**src/rtl/sap1_display_driver_pkg.sv**
```systemverilog
// ============================================================================
// Module   : sap1_display_driver_pkg
// Purpose  : Shared FSM encodings and 7-segment patterns for the SAP1 display.
// Revision : 1.0  initial release
// ============================================================================
`default_nettype none

package sap1_display_driver_pkg;

    localparam logic [1:0] DISP_IDLE = 2'd0;
    localparam logic [1:0] DISP_CONV = 2'd1;
    localparam logic [1:0] DISP_DONE = 2'd2;

    // Segment order is {g,f,e,d,c,b,a}, active-high
    localparam logic [6:0] SEG_BLANK = 7'b0000000;
    localparam logic [6:0] SEG_MINUS = 7'b1000000;
    localparam logic [6:0] SEG_0     = 7'b0111111;
    localparam logic [6:0] SEG_1     = 7'b0000110;
    localparam logic [6:0] SEG_2     = 7'b1011011;
    localparam logic [6:0] SEG_3     = 7'b1001111;
    localparam logic [6:0] SEG_4     = 7'b1100110;
    localparam logic [6:0] SEG_5     = 7'b1101101;
    localparam logic [6:0] SEG_6     = 7'b1111101;
    localparam logic [6:0] SEG_7     = 7'b0000111;
    localparam logic [6:0] SEG_8     = 7'b1111111;
    localparam logic [6:0] SEG_9     = 7'b1101111;

endpackage

`default_nettype wire

```
**src/rtl/sap1_seg7_decoder.sv**
```systemverilog
// ============================================================================
// Module   : sap1_seg7_decoder
// Purpose  : Combinational BCD digit to 7-segment decoder with blank control.
// Revision : 1.0  initial release
// ============================================================================
`default_nettype none

module sap1_seg7_decoder
    import sap1_display_driver_pkg::*;
(
    input  logic [3:0] i_bcd,
    input  logic       i_blank,
    output logic [6:0] o_seg
);

    always_comb begin
        o_seg = SEG_BLANK;
        if (!i_blank) begin
            case (i_bcd)
                4'd0:    o_seg = SEG_0;
                4'd1:    o_seg = SEG_1;
                4'd2:    o_seg = SEG_2;
                4'd3:    o_seg = SEG_3;
                4'd4:    o_seg = SEG_4;
                4'd5:    o_seg = SEG_5;
                4'd6:    o_seg = SEG_6;
                4'd7:    o_seg = SEG_7;
                4'd8:    o_seg = SEG_8;
                4'd9:    o_seg = SEG_9;
                default: o_seg = SEG_BLANK;
            endcase
        end
    end

endmodule

`default_nettype wire

```
**src/rtl/sap1_display_driver.sv**
```systemverilog
// ============================================================================
// Module   : sap1_display_driver
// Purpose  : Serial double-dabble BCD conversion of the SAP1 output register
//            and multiplexed 7-segment scan. Define SAP1_DISP_SIGNED_EN for
//            two's complement input with a minus sign on the top digit.
// Revision : 1.0  initial release
// ============================================================================
`default_nettype none

module sap1_display_driver
    import sap1_display_driver_pkg::*;
#(
    parameter int DATA_W   = 8,
    parameter int DIGITS   = 4,
    parameter int SCAN_DIV = 1000
) (
    input  logic                  CK,
    input  logic                  MR,
    input  logic [DATA_W-1:0]     DATA_IN,
    output logic                  BUSY,
    output logic                  UPDATE,
    output logic [4*DIGITS-1:0]   BCD_OUT,
    output logic [6:0]            SEG,
    output logic [DIGITS-1:0]     AN
);

    localparam int c_acc_w   = 4 * DIGITS;
    localparam int c_iter_w  = $clog2(DATA_W + 1);
    localparam int c_presc_w = $clog2(SCAN_DIV);
    localparam int c_idx_w   = (DIGITS > 1) ? $clog2(DIGITS) : 1;

    localparam logic [c_iter_w-1:0]  c_iter_last  = c_iter_w'(DATA_W - 1);
    localparam logic [c_iter_w-1:0]  c_iter_one   = c_iter_w'(1);
    localparam logic [c_presc_w-1:0] c_presc_last = c_presc_w'(SCAN_DIV - 1);
    localparam logic [c_presc_w-1:0] c_presc_one  = c_presc_w'(1);
    localparam logic [c_idx_w-1:0]   c_idx_last   = c_idx_w'(DIGITS - 1);
    localparam logic [c_idx_w-1:0]   c_idx_one    = c_idx_w'(1);
    localparam logic [DIGITS-1:0]    c_an_one     = DIGITS'(1);

    logic [1:0]               r_state;
    logic [1:0]               w_state_next;
    logic [DATA_W-1:0]        r_last;
    logic [DATA_W-1:0]        r_bin;
    logic [c_acc_w-1:0]       r_acc;
    logic [c_iter_w-1:0]      r_iter;
    logic [c_acc_w-1:0]       r_bcd;
    logic                     r_busy;
    logic                     r_update;
    logic [c_presc_w-1:0]     r_presc;
    logic [c_idx_w-1:0]       r_idx;
    logic [DIGITS-1:0]        r_an;
    logic [6:0]               r_seg;

    logic                     w_capture;
    logic [DATA_W-1:0]        w_mag;
    logic [c_acc_w-1:0]       w_adj;
    logic [c_acc_w+DATA_W-1:0] w_shift;
    logic [DIGITS-1:0]        w_blank;
    logic [3:0]               w_digit;
    logic [6:0]               w_dec_seg;
    logic [6:0]               w_seg_next;

`ifdef SAP1_DISP_SIGNED_EN
    logic                     r_sign;
    logic                     r_sign_disp;
    assign w_mag = DATA_IN[DATA_W-1] ? -DATA_IN : DATA_IN;
`else
    assign w_mag = DATA_IN;
`endif

    assign w_capture = (r_state == DISP_IDLE) && (DATA_IN != r_last);

    always_ff @(posedge CK) begin
        if (MR) begin
            r_state <= DISP_IDLE;
        end else begin
            r_state <= w_state_next;
        end
    end

    always_comb begin
        w_state_next = r_state;
        case (r_state)
            DISP_IDLE: if (DATA_IN != r_last)     w_state_next = DISP_CONV;
            DISP_CONV: if (r_iter == c_iter_last) w_state_next = DISP_DONE;
            DISP_DONE: w_state_next = DISP_IDLE;
            default:   w_state_next = DISP_IDLE;
        endcase
    end

    // Add-3 on every nibble >= 5, then shift the whole {bcd, bin} pair left
    for (genvar i = 0; i < DIGITS; i++) begin : g_adj
        assign w_adj[4*i +: 4] = (r_acc[4*i +: 4] >= 4'd5) ? r_acc[4*i +: 4] + 4'd3
                                                           : r_acc[4*i +: 4];
    end
    assign w_shift = {w_adj, r_bin} << 1;

    always_ff @(posedge CK) begin
        if (MR) begin
            r_last   <= '0;
            r_bin    <= '0;
            r_acc    <= '0;
            r_iter   <= '0;
            r_bcd    <= '0;
            r_busy   <= 1'b0;
            r_update <= 1'b0;
`ifdef SAP1_DISP_SIGNED_EN
            r_sign      <= 1'b0;
            r_sign_disp <= 1'b0;
`endif
        end else begin
            r_busy   <= (w_state_next != DISP_IDLE);
            r_update <= (r_state == DISP_DONE);
            if (w_capture) begin
                r_last <= DATA_IN;
                r_bin  <= w_mag;
                r_acc  <= '0;
                r_iter <= '0;
`ifdef SAP1_DISP_SIGNED_EN
                r_sign <= DATA_IN[DATA_W-1];
`endif
            end else if (r_state == DISP_CONV) begin
                r_acc  <= w_shift[DATA_W +: c_acc_w];
                r_bin  <= w_shift[DATA_W-1:0];
                r_iter <= r_iter + c_iter_one;
            end else if (r_state == DISP_DONE) begin
                r_bcd  <= r_acc;
`ifdef SAP1_DISP_SIGNED_EN
                r_sign_disp <= r_sign;
`endif
            end
        end
    end

    // A digit above the units blanks when it and every digit above it are zero
    for (genvar i = 0; i < DIGITS; i++) begin : g_blank
        if (i == 0) begin : g_units
            assign w_blank[i] = 1'b0;
        end else begin : g_upper
            assign w_blank[i] = ~|r_bcd[c_acc_w-1:4*i];
        end
    end

    assign w_digit = r_bcd[4*r_idx +: 4];

    sap1_seg7_decoder u_dec (
        .i_bcd   (w_digit),
        .i_blank (w_blank[r_idx]),
        .o_seg   (w_dec_seg)
    );

`ifdef SAP1_DISP_SIGNED_EN
    assign w_seg_next = (r_sign_disp && (r_idx == c_idx_last)) ? SEG_MINUS : w_dec_seg;
`else
    assign w_seg_next = w_dec_seg;
`endif

    always_ff @(posedge CK) begin
        if (MR) begin
            r_presc <= '0;
            r_idx   <= '0;
            r_an    <= ~c_an_one;
            r_seg   <= SEG_0;
        end else begin
            if (r_presc == c_presc_last) begin
                r_presc <= '0;
                r_idx   <= (r_idx == c_idx_last) ? '0 : r_idx + c_idx_one;
            end else begin
                r_presc <= r_presc + c_presc_one;
            end
            r_an  <= ~(c_an_one << r_idx);
            r_seg <= w_seg_next;
        end
    end

    assign BUSY    = r_busy;
    assign UPDATE  = r_update;
    assign BCD_OUT = r_bcd;
    assign SEG     = r_seg;
    assign AN      = r_an;

endmodule

`default_nettype wire

```
**config.mk**
```make
export PLATFORM = sky130hd
export DESIGN_NAME = sap1_display_driver
export DESIGN_NICKNAME = d
export VERILOG_FILES = /design/src/rtl/sap1_display_driver_pkg.sv /design/src/rtl/sap1_seg7_decoder.sv /design/src/rtl/sap1_display_driver.sv
export SDC_FILE = /design/constraint.sdc
export NUM_CORES = 1
export LEC_CHECK = 0
export ABC_AREA = 1
export CAP_MARGIN = 40
export CORE_MARGIN = 1.5
export CORE_UTILIZATION = 40
export DETAILED_ROUTE_END_ITERATION = 10
export PLACE_DENSITY_LB_ADDON = 0.05
export SLEW_MARGIN = 20
export SYNTH_ARGS = -nofsm -noshare
export SYNTH_HDL_FRONTEND = slang
export SYNTH_SLANG_ARGS = --single-unit
```
**constraint.sdc**
```tcl
create_clock -name CK -period 3.1 [get_ports CK]
set_input_delay 0.62 -clock CK [delete_from_list [all_inputs] [get_ports CK]]
set_output_delay 0.62 -clock CK [all_outputs]
set_load 0.03 [all_outputs]
```
==> impl_metrics.tcl <==
set metrics [dict create \
    yosysWarnings 0 \
    drive_gt1_share_pct 10.1 \
    io_buffers 38 \
    grt.overflow.total 0 \
    dpl_worst_slack_ns 0.821 \
    rsz0062_at_grt "false" \
    end_kind "output port" \
    cts_made_buffers 9 \
    hp-class "flop to flop" \
    period_needed_ns 2.10 \
    wl_per_cell_um 11.6 \
    hold_buffers 0 \
    synthFlopType "dfxtp_1" \
    clkSinkCount 79 \
    antenna_found_initial 0 \
    yosys-top-cells-area "dfxtp_1 42%, nand2_1 12%, ha_1 6.3%" \
    max_stage_delay_ns 0.72 \
    finClkSkew_ns 0.0133 \
    fp.dieW_um 100 \
    finalNetCount 566 \
    syn-cell-area_mm2 0.00380 \
    relSlewSlack_pct 59.0 \
    drtIter0Drc 159 \
    vias 3149 \
    synth_compound_area_share_pct 12.6 \
    grt_max_degree 33 \
    first_pass_iters 4 \
    p_leak_nw 1.90 \
    synthMuxAreaShare_pct 0 \
    tritoncts "done" \
    area_growth_pct 17.3 \
    synth-edff-count 0 \
    dp_hpwl_um 5530 \
    synth_commonest_cells "118 x nand2_1, 79 x dfxtp_1, 46 x inv_1, 45 x nand3_1, 33 x nor2_1" \
    drtAntennaViolNets 0 \
    cellPowerDensity_mw_per_mm2 443 \
    postCtsSetupBuffers 0 \
    synth_top_family_by_area "simple AND/OR/NAND/NOR gates" \
    cp-start-kind "flop" \
    final_util_pct 48.2 \
    synth_cell_types 32 \
    drc 0 \
    worstSetupPathDepth 1 \
    synth_xor_area_share_pct 3.92 \
    cp.arrival_ns 1.48 \
    core_area_mm2 0.00924 \
    grt_first_pass_wirelength_um 13400 \
    worst_pin_slew_ns 0.614 \
    hold_slack_ns 0.449 \
    synthAdderAreaFrac_pct 6.26 \
    start_util_pct 41.1 \
    grt_pass1_vias 2806 \
    async_reset_ff_share_pct 0 \
    place.gp.congestion 0.810 \
    setup_tns_ns 0 \
    rows 35 \
    slew_violations 0 \
    worstPathBufferInverterCount 1 \
    cap_violations 0 \
    synth_seq_area_share_pct 41.6 \
    crit_path_max_fanout 4 \
    worstPathRequired_ns 2.48 \
    syn_area_per_cell_um2 7.55 \
    synth_fp_nets 532 \
    diodes 0 \
    fin_ws_ns 0.999 \
    root_buffer "clkbuf_8" \
    cts_buffer_depth 2 \
    path_delay_family "buffers and inverters" \
    fin_crit_sh_pct 67.8 \
    hold_viol 0 \
    r2r_cells 9 \
    fmax_mhz 476 \
    setup_viol 0 \
    die_h_um 100 \
    total_power_mw 1.97 \
    cts.repair.resized 0 \
    wirelength_um 7810 \
    syn_inst 503 \
    clk_latency_ns 0.34 \
    synth_top_area_share_pct 41.6 \
    path_clk_slew_ns 0.08 \
    die-area_mm2 0.0101 \
    yosysMostFrequentCell "nand2_1" \
    irDropWorstVdd_mv 0.232 \
    viasPerCell 4.69 \
    yosys.area_share.simple_pct 27.2 \
    status "complete, no violations" \
    crit_slowest_cell "clkdlybuf4s50_1" \
    h-tree-depth 3 \
    path_cells "clkdlybuf4s50_1" \
    yosys.area.top_type "dfxtp_1" \
    min_path_cells 1 \
    grtUsageTotal_pct 16.5 \
    ios 39 \
    ys_ff_latch 79 \
    crit_type "flop to output port" \
]
state kept, by name, indices dropped and copies added, names as in the netlist, 2 cells and up:
signal and cells:
BCD_OUT 16, r_acc 16, r_presc 10, r_bin 8, r_last 8, SEG 7
AN 4, r_iter 4, r_idx 2, r_state 2
routing by layer:
metal,track usage (%),up-vias,share of wire (%)
met5,0,-,0
met4,4.23,0,0.78
met3,3.81,6,3.0
met2,26.0,39,45
met1,23.0,1410,52
li1,-,1694,-
per-stage QoR:
step | area, um2 | cells
after global routing | 4460 | 671
after detailed placement | 4260 | 655
after CTS | 4460 | 671
final | 4460 | 671
after floorplan | 3800 | 503
after global placement | 4260 | 655
layout by cell type (no fill, tap or decap), types with 4 or more instances in the layout:
cell,count
a21oi_1,25
nand3b_1,10
xor2_1,9
o21ai_0,12
clkbuf_8,10
ha_1,19
inv_2,11
nor2_1,33
nand4_1,5
a22oi_1,4
nand3_1,45
dfxtp_1,79
nand2_1,118
o21ai_1,27
nand2_2,6
clkdlybuf4s50_1,38
xnor2_1,8
inv_1,46
a21oi_2,12
final timing paths:
check              start           to  slack, ns
max          BCD_OUT[14]  BCD_OUT[14]        1.0
min           r_presc[0]   r_presc[0]       0.45
max reg2reg     r_idx[0]       SEG[3]       1.16
min reg2reg   r_presc[0]   r_presc[0]       0.45
cell type report:
type                       count  area, um2
clock inverter                 6       60.1
sequential                    79       1580
fill                         937       4780
multi-input combinational    349       1900
clock buffer                  10        138
timing repair buffer          41        403
tap                          129        161
inverter                      57        214
power by group:
part | switching, mW | internal, mW
combinational | 0.0964 | 0.0580
sequential | 0.0176 | 1.04
clock | 0.371 | 0.390
total | 0.485 | 1.49
kinds of logic after synthesis:
kind of cell,Yosys count
xor gates and xnor gates,17
AOI/OAI and AO/OA,83
DFF,79
and+or+nand+nor,230
buffers and inverters,75
adders and majority gates,19
Note: power is estimated with default switching activity, not from simulation.
==> edit, RTL diff (config.mk and constraints unchanged) <==
Set the parameter `DIGITS` to 8 (it was 4).
--- a/src/rtl/sap1_display_driver.sv
+++ b/src/rtl/sap1_display_driver.sv
@@ -11,7 +11,7 @@
     import sap1_display_driver_pkg::*;
 #(
     parameter int DATA_W   = 8,
-    parameter int DIGITS   = 4,
+    parameter int DIGITS   = 8,
     parameter int SCAN_DIV = 1000
 ) (
     input  logic                  CK,
Ports: changed (resized AN and BCD_OUT); port bits go from 39 to 59. No check against the original RTL was run, so the function may have changed too.
==> edit against the original RTL <==
Sequential cell count is 37 higher; power increased by 75%; synthesized cell count grew 56%; setup slack got worse by 96 ps; highest routed layer unchanged; synthesized area increased by 50%; critical endpoint is now SEG[3]; routed wire length increased by 77%; final area up 56%.
==> edit: results <==
export IMPL_reg2reg_slack_ps=900
export IMPL_status="complete, no violations"
export IMPL_dr_wl_met2_um=6490
export IMPL_dp_cells=999
export IMPL_wl_um=13800
export IMPL_hold_depth=2
export IMPL_reg2regPathDepth=11
export IMPL_slowest_stage="dfxtp_1"
export IMPL_grt_pass1_vias=4690
export IMPL_synthDistinctLibCells=35
export IMPL_ys_seq_area_share_pct=40.8
export IMPL_synth_area_per_cell_um2=7.26
export IMPL_gp_congestion=0.824
export IMPL_path_max_fanout=18
export IMPL_clock_latency_ps=410
export IMPL_drive_above_1_share_pct=8.46
export IMPL_cpPeakStageDelay_ps=410
export IMPL_synth_warnings=0
export IMPL_syn_nets=824
export IMPL_htree_levels=4
export IMPL_crit_family="simple AND/OR/NAND/NOR gates"
export IMPL_vias_per_cell=4.97
export IMPL_antenna_cells=0
export IMPL_p_leak_nw=2.85
export IMPL_firstDrtPassIters=5
export IMPL_min_from="r_acc[15]"
export IMPL_wl_met1_um=6780
export IMPL_slew_headroom_pct=59.5
export IMPL_synth_common_cells="nand2_1 (160), dfxtp_1 (116), inv_1 (98), a21oi_1 (79), o21ai_0 (76)"
export IMPL_grtUsageTotal_pct=19.6
export IMPL_grt_first_pass_wirelength_um=22700
export IMPL_grt_max_degree=49
export IMPL_cts_root_buf="clkbuf_16"
export IMPL_final_fill_count=1400
export IMPL_wl_per_cell_um=13.4
export IMPL_holdPathEnd="r_acc[15]"
export IMPL_io_buffers=58
export IMPL_dp_hpwl_um=9830
export IMPL_clk_pin_slew_ps=50
export IMPL_fin_nets=878
export IMPL_synthTopCellsByArea="dfxtp_1 (41%), nand2_1 (11%), a21oi_1 (6.9%), o21ai_0 (6.7%), ha_1 (6.6%)"
export IMPL_wl_met3_um=457
export IMPL_skew_ps=6.54
export IMPL_cts_buffers=17
export IMPL_peakVddDrop_mv=0.349
export IMPL_dpl_instance_area_mm2=0.00641
[edit: per-stage QoR]
stage	total power (W)	hold slack (ps)	worst slack [ps]
6_report	0.00346	456	903
3_5_place_dp	0.00172	450	807
3_3_place_gp	0.00172	445	824
5_1_grt	0.00359	487	682
4_1_cts	0.00350	459	864
2_1_floorplan	0.00168	430	1130
[edit: where the power goes]
part           switching (W)  internal, W
clock network       0.000639      0.00112
logic               0.000107    0.0000543
registers          0.0000149      0.00152
total               0.000760      0.00270
[edit: how the worst max path moves through the flow]
| stage | startpoint | to | slack, ps |
|---|---|---|---|
| finish | r_idx[0] | SEG[3] | 900 |
| global placement | DATA_IN[3] | r_last[3] | 820 |
| global route | r_idx[2] | SEG[6] | 680 |
| CTS | BCD_OUT[13] | BCD_OUT[13] | 860 |
| detailed placement | MR | r_presc[7] | 810 |
| floorplan | r_idx[0] | SEG[3] | 1130 |
[edit: cell families after synthesis]
logic type | after synthesis | synth area share [%]
xor+xnor | 13 | 2.00
fa+ha+maj | 30 | 6.59
flops | 116 | 40.8
buf+inv | 136 | 9.83
compound gates | 174 | 16.2
simple gates | 315 | 24.6
[edit: final cells by class]
| type | instances | area, um2 | area share, % |
|---|---|---|---|
| Sequential cell | 116 | 2320 | 33.4 |
| Clock buffer | 29 | 520 | 7.49 |
| Tap cell | 180 | 225 | 3.24 |
| Clock inverter | 3 | 17.5 | 0.252 |
| Multi-Input combinational cell | 532 | 2810 | 40.5 |
| Timing Repair Buffer | 67 | 661 | 9.51 |
| Inverter | 104 | 390 | 5.62 |
[edit: layer usage]
metal	vias up	global-route usage, %
met4	0	6.25
met3	13	4.83
met5	-	0
met1	2370	25.6
li1	2663	-
met2	74	31.7
[edit: worst register-to-register path: cells and delay by family (launching register included)]
kind	cells	cell delay (ps)
AOI/OAI and AO/OA	2	460
buffers and inverters	2	430
DFF	1	410
adders and majority gates	1	320
and+or+nand+nor	6	480
